$ cat config.mk
export PLATFORM = sky130hd
export DESIGN_NAME = serializador
export DESIGN_NICKNAME = d
export VERILOG_FILES = /design/src/rtl/serializador.sv
export SDC_FILE = /design/constraint.sdc
export NUM_CORES = 1
export LEC_CHECK = 0
export CORE_MARGIN = 2
export CORE_UTILIZATION = 45
export CTS_CLUSTER_DIAMETER = 50
export DETAILED_ROUTE_END_ITERATION = 12
export PLACE_DENSITY = 0.66
export SETUP_SLACK_MARGIN = 0.15
export SLEW_MARGIN = 20
export SYNTH_ARGS = -nofsm -noshare
export SYNTH_HDL_FRONTEND = slang
export SYNTH_SLANG_ARGS = --single-unit
$ cat constraint.sdc
create_clock -name clock_100KHz -period 4.9 [get_ports clock_100KHz]
set_input_delay 0.735 -clock clock_100KHz [delete_from_list [all_inputs] [get_ports clock_100KHz]]
set_output_delay 0.735 -clock clock_100KHz [all_outputs]
set_load 0.03 [all_outputs]
$ cat src/rtl/serializador.sv
// Byte-to-serial transmitter: a small FIFO feeds an MSB-first shifter that emits
// one word per DATA_WIDTH strobed cycles, followed by a one-cycle gap.
module serializador #(
  parameter int DATA_WIDTH = 8,
  parameter int FIFO_DEPTH = 4
) (
  input  logic                  clock_100KHz,
  input  logic                  reset,
  input  logic [DATA_WIDTH-1:0] data_in,
  input  logic                  write_in,
  output logic                  full_out,
  output logic                  overflow_out,
  input  logic                  status_in,
  output logic                  data_out,
  output logic                  write_out,
  output logic                  busy_out
);

  localparam int PTR_W = (FIFO_DEPTH > 1) ? $clog2(FIFO_DEPTH) : 1;
  localparam int CNT_W = PTR_W + 1;
  localparam int BIT_W = (DATA_WIDTH > 1) ? $clog2(DATA_WIDTH) : 1;

  localparam logic [1:0] ST_IDLE = 2'd0;
  localparam logic [1:0] ST_SEND = 2'd1;
  localparam logic [1:0] ST_GAP  = 2'd2;

  logic [DATA_WIDTH-1:0] mem [FIFO_DEPTH];
  logic [DATA_WIDTH-1:0] shift_reg;
  logic [PTR_W-1:0]      wr_ptr_reg, rd_ptr_reg;
  logic [CNT_W-1:0]      count_reg, count_next;
  logic [BIT_W-1:0]      bit_cnt_reg, bit_cnt_next;
  logic [1:0]            state_reg, state_next;
  logic                  push, pop;
  logic                  write_next, data_next;

  // Push is gated by the registered full flag, so a same-cycle pop never rescues it.
  assign push = write_in && !full_out;
  assign pop  = (state_reg == ST_IDLE) && (count_reg != '0) && !status_in;

  always_comb begin
    count_next = count_reg;
    if (push && !pop)
      count_next = count_reg + CNT_W'(1);
    else if (pop && !push)
      count_next = count_reg - CNT_W'(1);
  end

  always_comb begin
    state_next   = state_reg;
    bit_cnt_next = bit_cnt_reg;
    write_next   = 1'b0;
    data_next    = 1'b0;
    case (state_reg)
      ST_IDLE: begin
        if (pop) begin
          bit_cnt_next = BIT_W'(DATA_WIDTH - 1);
          state_next   = ST_SEND;
        end
      end
      ST_SEND: begin
        write_next   = 1'b1;
        data_next    = shift_reg[DATA_WIDTH-1];
        bit_cnt_next = bit_cnt_reg - BIT_W'(1);
        if (bit_cnt_reg == '0)
          state_next = ST_GAP;
      end
      ST_GAP:  state_next = ST_IDLE;
      default: state_next = ST_IDLE;
    endcase
  end

  // Storage and shifter carry no reset: their contents are only observed once
  // the control path has validated them.
  always_ff @(posedge clock_100KHz) begin
    if (push)
      mem[wr_ptr_reg] <= data_in;
    if (pop)
      shift_reg <= mem[rd_ptr_reg];
    else if (state_reg == ST_SEND)
      shift_reg <= shift_reg << 1;
  end

  always_ff @(posedge clock_100KHz) begin
    if (reset) begin
      wr_ptr_reg   <= '0;
      rd_ptr_reg   <= '0;
      count_reg    <= '0;
      bit_cnt_reg  <= '0;
      state_reg    <= ST_IDLE;
      full_out     <= 1'b0;
      overflow_out <= 1'b0;
      data_out     <= 1'b0;
      write_out    <= 1'b0;
      busy_out     <= 1'b0;
    end else begin
      if (push)
        wr_ptr_reg <= wr_ptr_reg + 1'b1;
      if (pop)
        rd_ptr_reg <= rd_ptr_reg + 1'b1;
      count_reg    <= count_next;
      bit_cnt_reg  <= bit_cnt_next;
      state_reg    <= state_next;
      full_out     <= (count_next == CNT_W'(FIFO_DEPTH));
      overflow_out <= write_in && full_out;
      data_out     <= data_next;
      write_out    <= write_next;
      busy_out     <= (count_next != '0) || (state_next != ST_IDLE);
    end
  end

endmodule

==> results of run 1 <==
==> cell usage in the layout (no fill, tap or decap), types with 4 or more instances in the layout <==
cell type,n
nor2_1,13
inv_1,9
and2_1,5
clkbuf_8,9
a21oi_1,4
edfxtp_1,40
xnor2_1,6
dfxtp_1,19
clkdlybuf4s50_1,16
ha_1,9
mux4_2,8
nand2_1,27
==> power breakdown <==
part / internal (W) / switching (W)
clock: 0.000336 / 0.000190
sequential: 0.000660 / 0.0000585
combinational: 0.000174 / 0.000232
==> layout make-up <==
type | count | area (sq um) | share of cell area, %
Clock inverter | 7 | 116 | 4.08
Multi-Input combinational cell | 97 | 746 | 26.2
Sequential cell | 59 | 1580 | 55.5
Clock buffer | 9 | 124 | 4.35
Timing Repair Buffer | 16 | 160 | 5.62
Tap cell | 70 | 87.6 | 3.07
Inverter | 9 | 33.8 | 1.19
==> cells by family (layout without fill, tap and decap cells) <==
group                      count (synthesis)  in the layout  share of synthesized area (%)
AOI/OAI and AO/OA                         12             12                           3.61
adders and majority gates                  9              9                           4.71
buffers and inverters                     16             41                           2.62
xor gates and xnor gates                   7              7                           2.57
DFF                                       59             59                           66.2
muxes                                     10             10                           8.38
and+or+nand+nor                           59             59                           11.9
==> worst max-delay path: cells and delay by family, from the launching register on <==
| family | cells | cell delay [ps] |
|---|---|---|
| fa+ha+maj | 2 | 440 |
| compound gates | 2 | 470 |
| xor+xnor | 1 | 260 |
| flops | 1 | 370 |
| simple gates | 1 | 880 |
| buf+inv | 1 | 100 |
==> metal layers <==
layer / vias to the layer above / wire [um] / global-route usage (%)
met1: 632 / 1730 / 17.9
met5: - / 0 / 0
met2: 27 / 2010 / 24.2
met4: 0 / 95 / 9.45
li1: 657 / - / -
met3: 8 / 149 / 4.35
==> final timing paths <==
path | startpoint | to | slack [ps]
worst max-delay path | count_reg[0]$_SDFF_PP0_ | busy_out$_SDFF_PP0_ | 2320
worst min-delay path | bit_cnt_reg[0]$_SDFFE_PP0P_ | bit_cnt_reg[0]$_SDFFE_PP0P_ | 480
worst max register to register | count_reg[0]$_SDFF_PP0_ | busy_out$_SDFF_PP0_ | 2320
worst min register to register | bit_cnt_reg[0]$_SDFFE_PP0P_ | bit_cnt_reg[0]$_SDFFE_PP0P_ | 480
==> per-stage QoR <==
step,total power [W],utilization (%)
final,0.00165,55.8
after global routing,0.00175,55.8
after CTS,0.00167,55.8
after detailed placement,0.00114,51.1
after global placement,0.00111,51.1
after floorplan,0.00102,-
==> out/metrics.yaml, run 1 <==
cts_buffers: 9
place_congestion: 0.757
hold_viol: 0
postSynthAreaPerCell_sq_um: 13.9
antenna_found_initial: 0
finClkSkew_ps: 6.19
period_needed_ps: 2580
syn_inst: 172
io_pins: 17
root_buffer: "clkbuf_8"
ys_ff_latch: 59
post_drt_wl_per_cell_um: 14.9
diodes: 0
viasPerCell: 4.96
largest_reg_flops: 32
placed_area_sq_um: 2610
max_cap_violations: 0
hpwlAfterDp_um: 2670
min_path_type: "register to register"
core_sq_um: 5110
stdcell_count: 267
power.static_leakage_nw: 1.02
nFillCells: 428
post_cts_buffers: 0
dpl.cell_count: 251
dieHeight_um: 76.9
cts_tree: "built"
synth_area_leaders: "edfxtp_1 50%, dfxtp_1 16%, mux4_2 7.5%, ha_1 4.7%, nand2_1 4.2%"
clock.fmax_mhz: 388
initial_core_util_pct: 46.8
preCtsSetupSlack_ps: 2000
cpMaxStageDelayCell: "nor4_4"
dr.pass1.iters: 4
area_growth_pct: 19.2
grt_pass1_wl_um: 6560
setup_viol: 0
cp.required_ps: 5180
drtIter0Drc: 104
synth_nets: 193
hold_depth: 1
final_net_count: 213
design_area_sq_um: 2850
drv_slew: 0
die_area_sq_um: 5910
crit_type: "register to register"
die_x_um: 76.9
crit_chain: "inv_1, ha_1, ha_1, nor4_4, xnor2_1, a211oi_2, o31a_1"
drive_above_1_share_pct: 13.2
tightest_slew_ps: 978
hold_buffers: 0
synth_edf_count: 40
clk_latency_ps: 330
arrival_ps: 2860
overflow: 0
crit_top_cell: "ha_1"
synth-seq-area-share_pct: 66.2
synth_top_cell_by_area: "edfxtp_1"
yosys-top-cells-count: "40 x edfxtp_1, 27 x nand2_1, 19 x dfxtp_1, 13 x nor2_1"
netlist_area_sq_um: 2390
end_kind: "register"
cts_buffer_depth: 2
rows: 26
vias: 1324
ant_nets: 0
power.density_nw_per_um2: 579
relSlewSlack_pct: 34.3
drt_wl_total_um: 3980
critPathMaxStageDelay_ps: 880
ys_types: 29
start_kind: "register"
rsz0062_at_grt: "no"
grt_max_degree: 20
ys.flop_type: "edfxtp_1"
clk_pin_slew_worst_paths_ps: 60
synth.top_cell.area_share_pct: 50.3
hold_slack_ps: 480
cts.sinks: 59
port_buffers: 16
grt_pass1_vias: 1341
fin_crit_sh_pct: 52.6
ir_drop_mv: 0.277
fin_ws_ps: 2320
tns_ps: 0
yosysWarnings: 0
ctsResizeCount: 0
synthArstFlopShare_pct: 0
cp_max_fo: 19
drc: 0
status: "completed"
r2r_cells: 7
htree_levels: 3
synth.most_common_cell: "edfxtp_1"
grt_use_total_pct: 15.1
(Power assumes the default switching activity.)
==> run 2: changes to the inputs <==
clock period = 2.6 ns   (was 4.9 ns; I/O delays follow)
==> run 2 against run 1 <==
Net effect: register-to-register slack got worse by 2000 ps; final area increased by 0.18%; core utilization increased by 0.098 points; clock power increased by 66%; combinational power increased by 95%.
==> out/metrics.yaml, run 2 (synthesis gave the netlist of run 1 again) <==
status: "completed"
initial_core_util_pct: 46.8  # unchanged
finClkSkew_ps: 6.67  # +0.482 ps
htree_levels: 3  # unchanged
die_area_sq_um: 5910  # unchanged
post_drt_wl_per_cell_um: 14.2  # -4.5%
power.density_nw_per_um2: 1060  # +83%
crit_top_cell: "ha_1"
power.static_leakage_nw: 1.03  # +1.5%
crit_buf_inv: 1  # unchanged
r2r_start: "count_reg[0]$_SDFF_PP0_"
fin_crit_sh_pct: 86.7  # +34 points
drt_wl_total_um: 3860  # -3.1%
drv_slew: 0  # unchanged
antenna_found_initial: 0  # unchanged
reg2reg_to: "busy_out$_SDFF_PP0_"
max_cap_violations: 0  # unchanged
cts_buffers: 9  # unchanged
die_x_um: 76.9  # unchanged
drive_above_1_share_pct: 15.4  # +2.2 points
arrival_ps: 2470  # -390 ps
io_pins: 17  # unchanged
relSlewSlack_pct: 65.4  # +31 points
layout_common_cells: "40 x edfxtp_1, 26 x nand2_1, 19 x dfxtp_1"
hp-start: "bit_cnt_reg[0]$_SDFFE_PP0P_"
cpMaxStageDelayCell: "or4_4"
tightest_slew_ps: 519  # -459 ps
cp_max_fo: 10  # -9
viasPerCell: 5.03  # +1.5%
grt_pass1_wl_um: 6730  # +2.7%
rsz0062_at_grt: "no"
period_needed_ps: 2250  # -325 ps
port_buffers: 16  # unchanged
hold_viol: 0  # unchanged
startpoint: "count_reg[0]$_SDFF_PP0_"
final_util_pct: 55.9  # +0.098 points
grt_max_degree: 17  # -15%
cts.sinks: 59  # unchanged
min_path_type: "register to register"
end_kind: "register"
start_kind: "register"
dr.pass1.iters: 4  # unchanged
dpl.cell_count: 255  # +1.6%
cp_top_family: "simple AND/OR/NAND/NOR gates"
crit_type: "register to register"
core_sq_um: 5110  # unchanged
hpwlAfterDp_um: 2640  # -1.0%
ir_drop_mv: 0.504  # +82%
drtIter0Drc: 65  # -38%
cp.required_ps: 2810  # -2370 ps
grt_use_total_pct: 15.2  # +0.087 points
nFillCells: 435  # +1.6%
largest_reg_flops: 32  # unchanged
vias: 1364  # +3.0%
stdcell_count: 271  # +1.5%
cts_tree: "built"
root_buffer: "clkbuf_8"
crit_chain: "inv_1, ha_1, ha_1, or4_4, nor3_2, a211oi_2, o31a_1"
overflow: 0  # unchanged
dieHeight_um: 76.9  # unchanged
hold_end: "bit_cnt_reg[0]$_SDFFE_PP0P_"
clk_latency_ps: 330  # about the same
critPathMaxStageDelay_ps: 630  # -250 ps
rows: 26  # unchanged
hold_depth: 1  # unchanged
tns_ps: 0  # unchanged
rrSetupSlack_ps: 350  # -1970 ps
multi_input_area_sq_um: 752  # +0.84%
drc: 0  # unchanged
final_net_count: 217  # +1.9%
r2r_cells: 7  # unchanged
area_growth_pct: 19.4
place_congestion: 0.779  # +2.9%
clock.fmax_mhz: 444  # +14%
setup_viol: 0  # unchanged
ant_nets: 0  # unchanged
clk_pin_slew_worst_paths_ps: 60  # about the same
hold_slack_ps: 480  # +0.333 ps
diodes: 0  # unchanged
mostFrequentLayoutCell: "edfxtp_1"
grt_pass1_vias: 1427  # +6.4%
regArea_sq_um: 1580  # unchanged
cts_buffer_depth: 2  # unchanged
[run 2: changes by cell type in the layout (fill, tap and decap cells not counted), sizes merged]
cell / delta
clkinv: +1
clkinvlp: -2
buf: +4
clkbuf: +2
bufinv: -1
[run 2: worst max-delay path by stage]
| stage | to | slack, ps | cells past startpoint |
|---|---|---|---|
| after floorplan | busy_out$_SDFF_PP0_ | 450 | 8 |
| after global placement | bit_cnt_reg[0]$_SDFFE_PP0P_ | 310 | 5 |
| after detailed placement | bit_cnt_reg[0]$_SDFFE_PP0P_ | 200 | 7 |
| after CTS | bit_cnt_reg[0]$_SDFFE_PP0P_ | 190 | 7 |
| after global routing | full_out$_SDFF_PP0_ | 240 | 8 |
| final | busy_out$_SDFF_PP0_ | 350 | 7 |
[run 2: metrics by stage]
step	setup slack, ps	power, W	cell area, sq um
floorplan	447	0.00193	2390
global placement	306	0.00211	2640
detailed placement	202	0.00216	2640
CTS	192	0.00305	2850
global route	237	0.00322	2850
finish	346	0.00302	2850
[run 2: where the power goes]
| part | internal (W) | total [W] | switching, W |
|---|---|---|---|
| registers | 0.00124 | 0.00135 | 0.000110 |
| logic | 0.000351 | 0.000790 | 0.000439 |
| clock network | 0.000537 | 0.000875 | 0.000338 |
[run 2: layout make-up]
cell class	count	share of cell area [%]
inverter	9	1.18
clock buffer	11	4.60
multi-input combinational	97	26.3
clock inverter	5	2.72
sequential	59	55.4
timing repair buffer	20	6.66
tap	70	3.07
[run 2: repair_timing]
item,in CTS,in global routing
resized for setup,0,2
hold buffers,0,0
buffers inserted,0,0
endpoints found under the setup margin,0,11
[run 2: worst register-to-register path, cell delays in order, from the launching register on]
cell and delay, ps:
dfxtp_1 370, inv_1 100, ha_1 220, ha_1 240, or4_4 630, nor3_2 220, a211oi_2 70, o31a_1 290
[run 2: per-layer routing]
metal | GRT usage (%) | vias to the layer above | share of wire [%]
met1 | 17.9 | 665 | 42
met4 | 8.18 | 0 | 1.2
met5 | 0 | - | 0
li1 | - | 660 | -
met2 | 23.9 | 34 | 52
met3 | 5.88 | 5 | 4.9
==> run 3: changes to the inputs <==
==> constraint.sdc (replaced) <==
create_clock -name clock_100KHz -period 2.6 [get_ports clock_100KHz]
set_input_delay 0.78 -clock clock_100KHz [delete_from_list [all_inputs] [get_ports clock_100KHz]]
set_output_delay 0.78 -clock clock_100KHz [all_outputs]
set_load 0.03 [all_outputs]
==> run 3 against run 2 <==
Net effect: sequential power barely moved; clock skew up 2.5 ps; first-iteration DRC count is 38% higher; critical path type unchanged.
==> out/metrics.yaml, run 3 (synthesis gave the netlist of run 1 again) <==
tightest_slew_ps: 537  # +17.9 ps
viasPerCell: 4.97  # -1.3%
dieHeight_um: 76.9  # unchanged
grt_pass1_wl_um: 6890  # +2.4%
hold_viol: 0  # unchanged
fin_crit_sh_pct: 85.9  # -0.85 points
r2r_start: "count_reg[0]$_SDFF_PP0_"
cp_max_fo: 4  # -6
final_net_count: 220  # +1.4%
crit_top_cell: "ha_1"
design_area_sq_um: 2880  # +0.96%
setup_viol: 0  # unchanged
drive_above_1_share_pct: 15.2  # -0.23 points
hp-start: "bit_cnt_reg[0]$_SDFFE_PP0P_"
die_x_um: 76.9  # unchanged
grt_pass1_vias: 1499  # +5.0%
period_needed_ps: 2230  # -22.0 ps
vias: 1361  # -0.22%
cts.sinks: 59  # unchanged
place_congestion: 0.847  # +8.7%
hold_depth: 1  # unchanged
grt_use_total_pct: 15.6  # +0.45 points
cp.required_ps: 2820  # about the same
initial_core_util_pct: 46.8  # unchanged
hold_buffers: 0  # unchanged
overflow: 0  # unchanged
htree_levels: 3  # unchanged
dr.pass1.iters: 4  # unchanged
hold_end: "bit_cnt_reg[0]$_SDFFE_PP0P_"
cts_buffers: 9  # unchanged
crit_type: "register to register"
reg2reg_to: "busy_out$_SDFF_PP0_"
max_cap_violations: 0  # unchanged
arrival_ps: 2460  # about the same
stdcell_count: 274  # +1.1%
clock.fmax_mhz: 448  # +0.99%
grt_max_degree: 17  # unchanged
status: "completed"
largest_reg_flops: 32  # unchanged
drtIter0Drc: 90  # +38%
hpwlAfterDp_um: 2780  # +5.3%
tns_ps: 0  # unchanged
die_area_sq_um: 5910  # unchanged
cpMaxStageDelayCell: "or4_1"
power.static_leakage_nw: 1.05  # +1.4%
end_kind: "register"
power.density_nw_per_um2: 1070  # +1.0%
dpl.cell_count: 258  # +1.2%
cts_tree: "built"
drt_wl_total_um: 4010  # +4.0%
layout_common_cells: "40 x edfxtp_1, 27 x nand2_1, 19 x dfxtp_1"
io_pins: 17  # unchanged
min_path_type: "register to register"
port_buffers: 16  # unchanged
rows: 26  # unchanged
critPathMaxStageDelay_ps: 610  # -20 ps
start_kind: "register"
placed_area_sq_um: 2670  # +1.3%
clk_pin_slew_worst_paths_ps: 70  # about the same
finClkSkew_ps: 9.19  # +2.52 ps
crit_chain: "inv_1, ha_1, ha_1, or4_1, nor3_2, a211oi_2, o31a_1"
diodes: 0  # unchanged
root_buffer: "clkbuf_8"
antenna_found_initial: 0  # unchanged
drc: 0  # unchanged
ant_nets: 0  # unchanged
mostFrequentLayoutCell: "edfxtp_1"
core_sq_um: 5110  # unchanged
area_growth_pct: 20.6
r2r_cells: 7  # unchanged
clk_latency_ps: 330  # about the same
post_drt_wl_per_cell_um: 14.6  # +2.9%
drv_slew: 0  # unchanged
rrSetupSlack_ps: 370  # +20 ps
ir_drop_mv: 0.480  # -4.8%
ctsResizeCount: 0  # unchanged
cts_buffer_depth: 2  # unchanged
relSlewSlack_pct: 64.2  # -1.2 points
post_cts_buffers: 0  # unchanged
rsz0062_at_grt: "no"
-- run 3: worst max-delay path by stage --
stage / slack, ps / to / from
after floorplan: 450 / busy_out$_SDFF_PP0_ / count_reg[0]$_SDFF_PP0_
after global placement: 150 / busy_out$_SDFF_PP0_ / status_in
after detailed placement: 90 / busy_out$_SDFF_PP0_ / status_in
after CTS: 370 / busy_out$_SDFF_PP0_ / count_reg[0]$_SDFF_PP0_
after global routing: 280 / busy_out$_SDFF_PP0_ / count_reg[0]$_SDFF_PP0_
final: 370 / busy_out$_SDFF_PP0_ / count_reg[0]$_SDFF_PP0_
-- run 3: routing by layer --
metal	vias up	track usage, %	routed length, um	share of wire, %
li1	665	-	-	-
met3	4	6.12	138	3.4
met2	19	26.0	2080	52
met5	-	0	0	0
met1	673	17.6	1750	44
met4	0	7.64	42	1.0
-- run 3: stage by stage --
stage               util [%]  hold WS [ps]  power [W]  setup slack [ps]
global route            56.4           501    0.00326               282
finish                  56.4           468    0.00308               368
global placement        52.4           452    0.00217               151
floorplan                  -           437    0.00193               447
detailed placement      52.4           459    0.00223              88.7
CTS                     56.4           468    0.00312               366
-- run 3: layout make-up --
class / count / area, sq um
Timing Repair Buffer: 23 / 225
Fill cell: 433 / 2230
Multi-Input combinational cell: 97 / 746
Sequential cell: 59 / 1580
Clock buffer: 10 / 128
Inverter: 9 / 33.8
Tap cell: 70 / 87.6
Clock inverter: 6 / 80.1
-- run 3: power breakdown --
part / internal (W) / switching (W)
registers: 0.00124 / 0.000109
clock network: 0.000531 / 0.000346
logic: 0.000395 / 0.000453
total: 0.00217 / 0.000909
-- run 3: critical path, delay by kind of cell, from the launching register on --
family          cells  cell delay [ps]
compound gates      2              370
fa+ha+maj           2              440
buf+inv             1              100
flops               1              380
simple gates        2              840
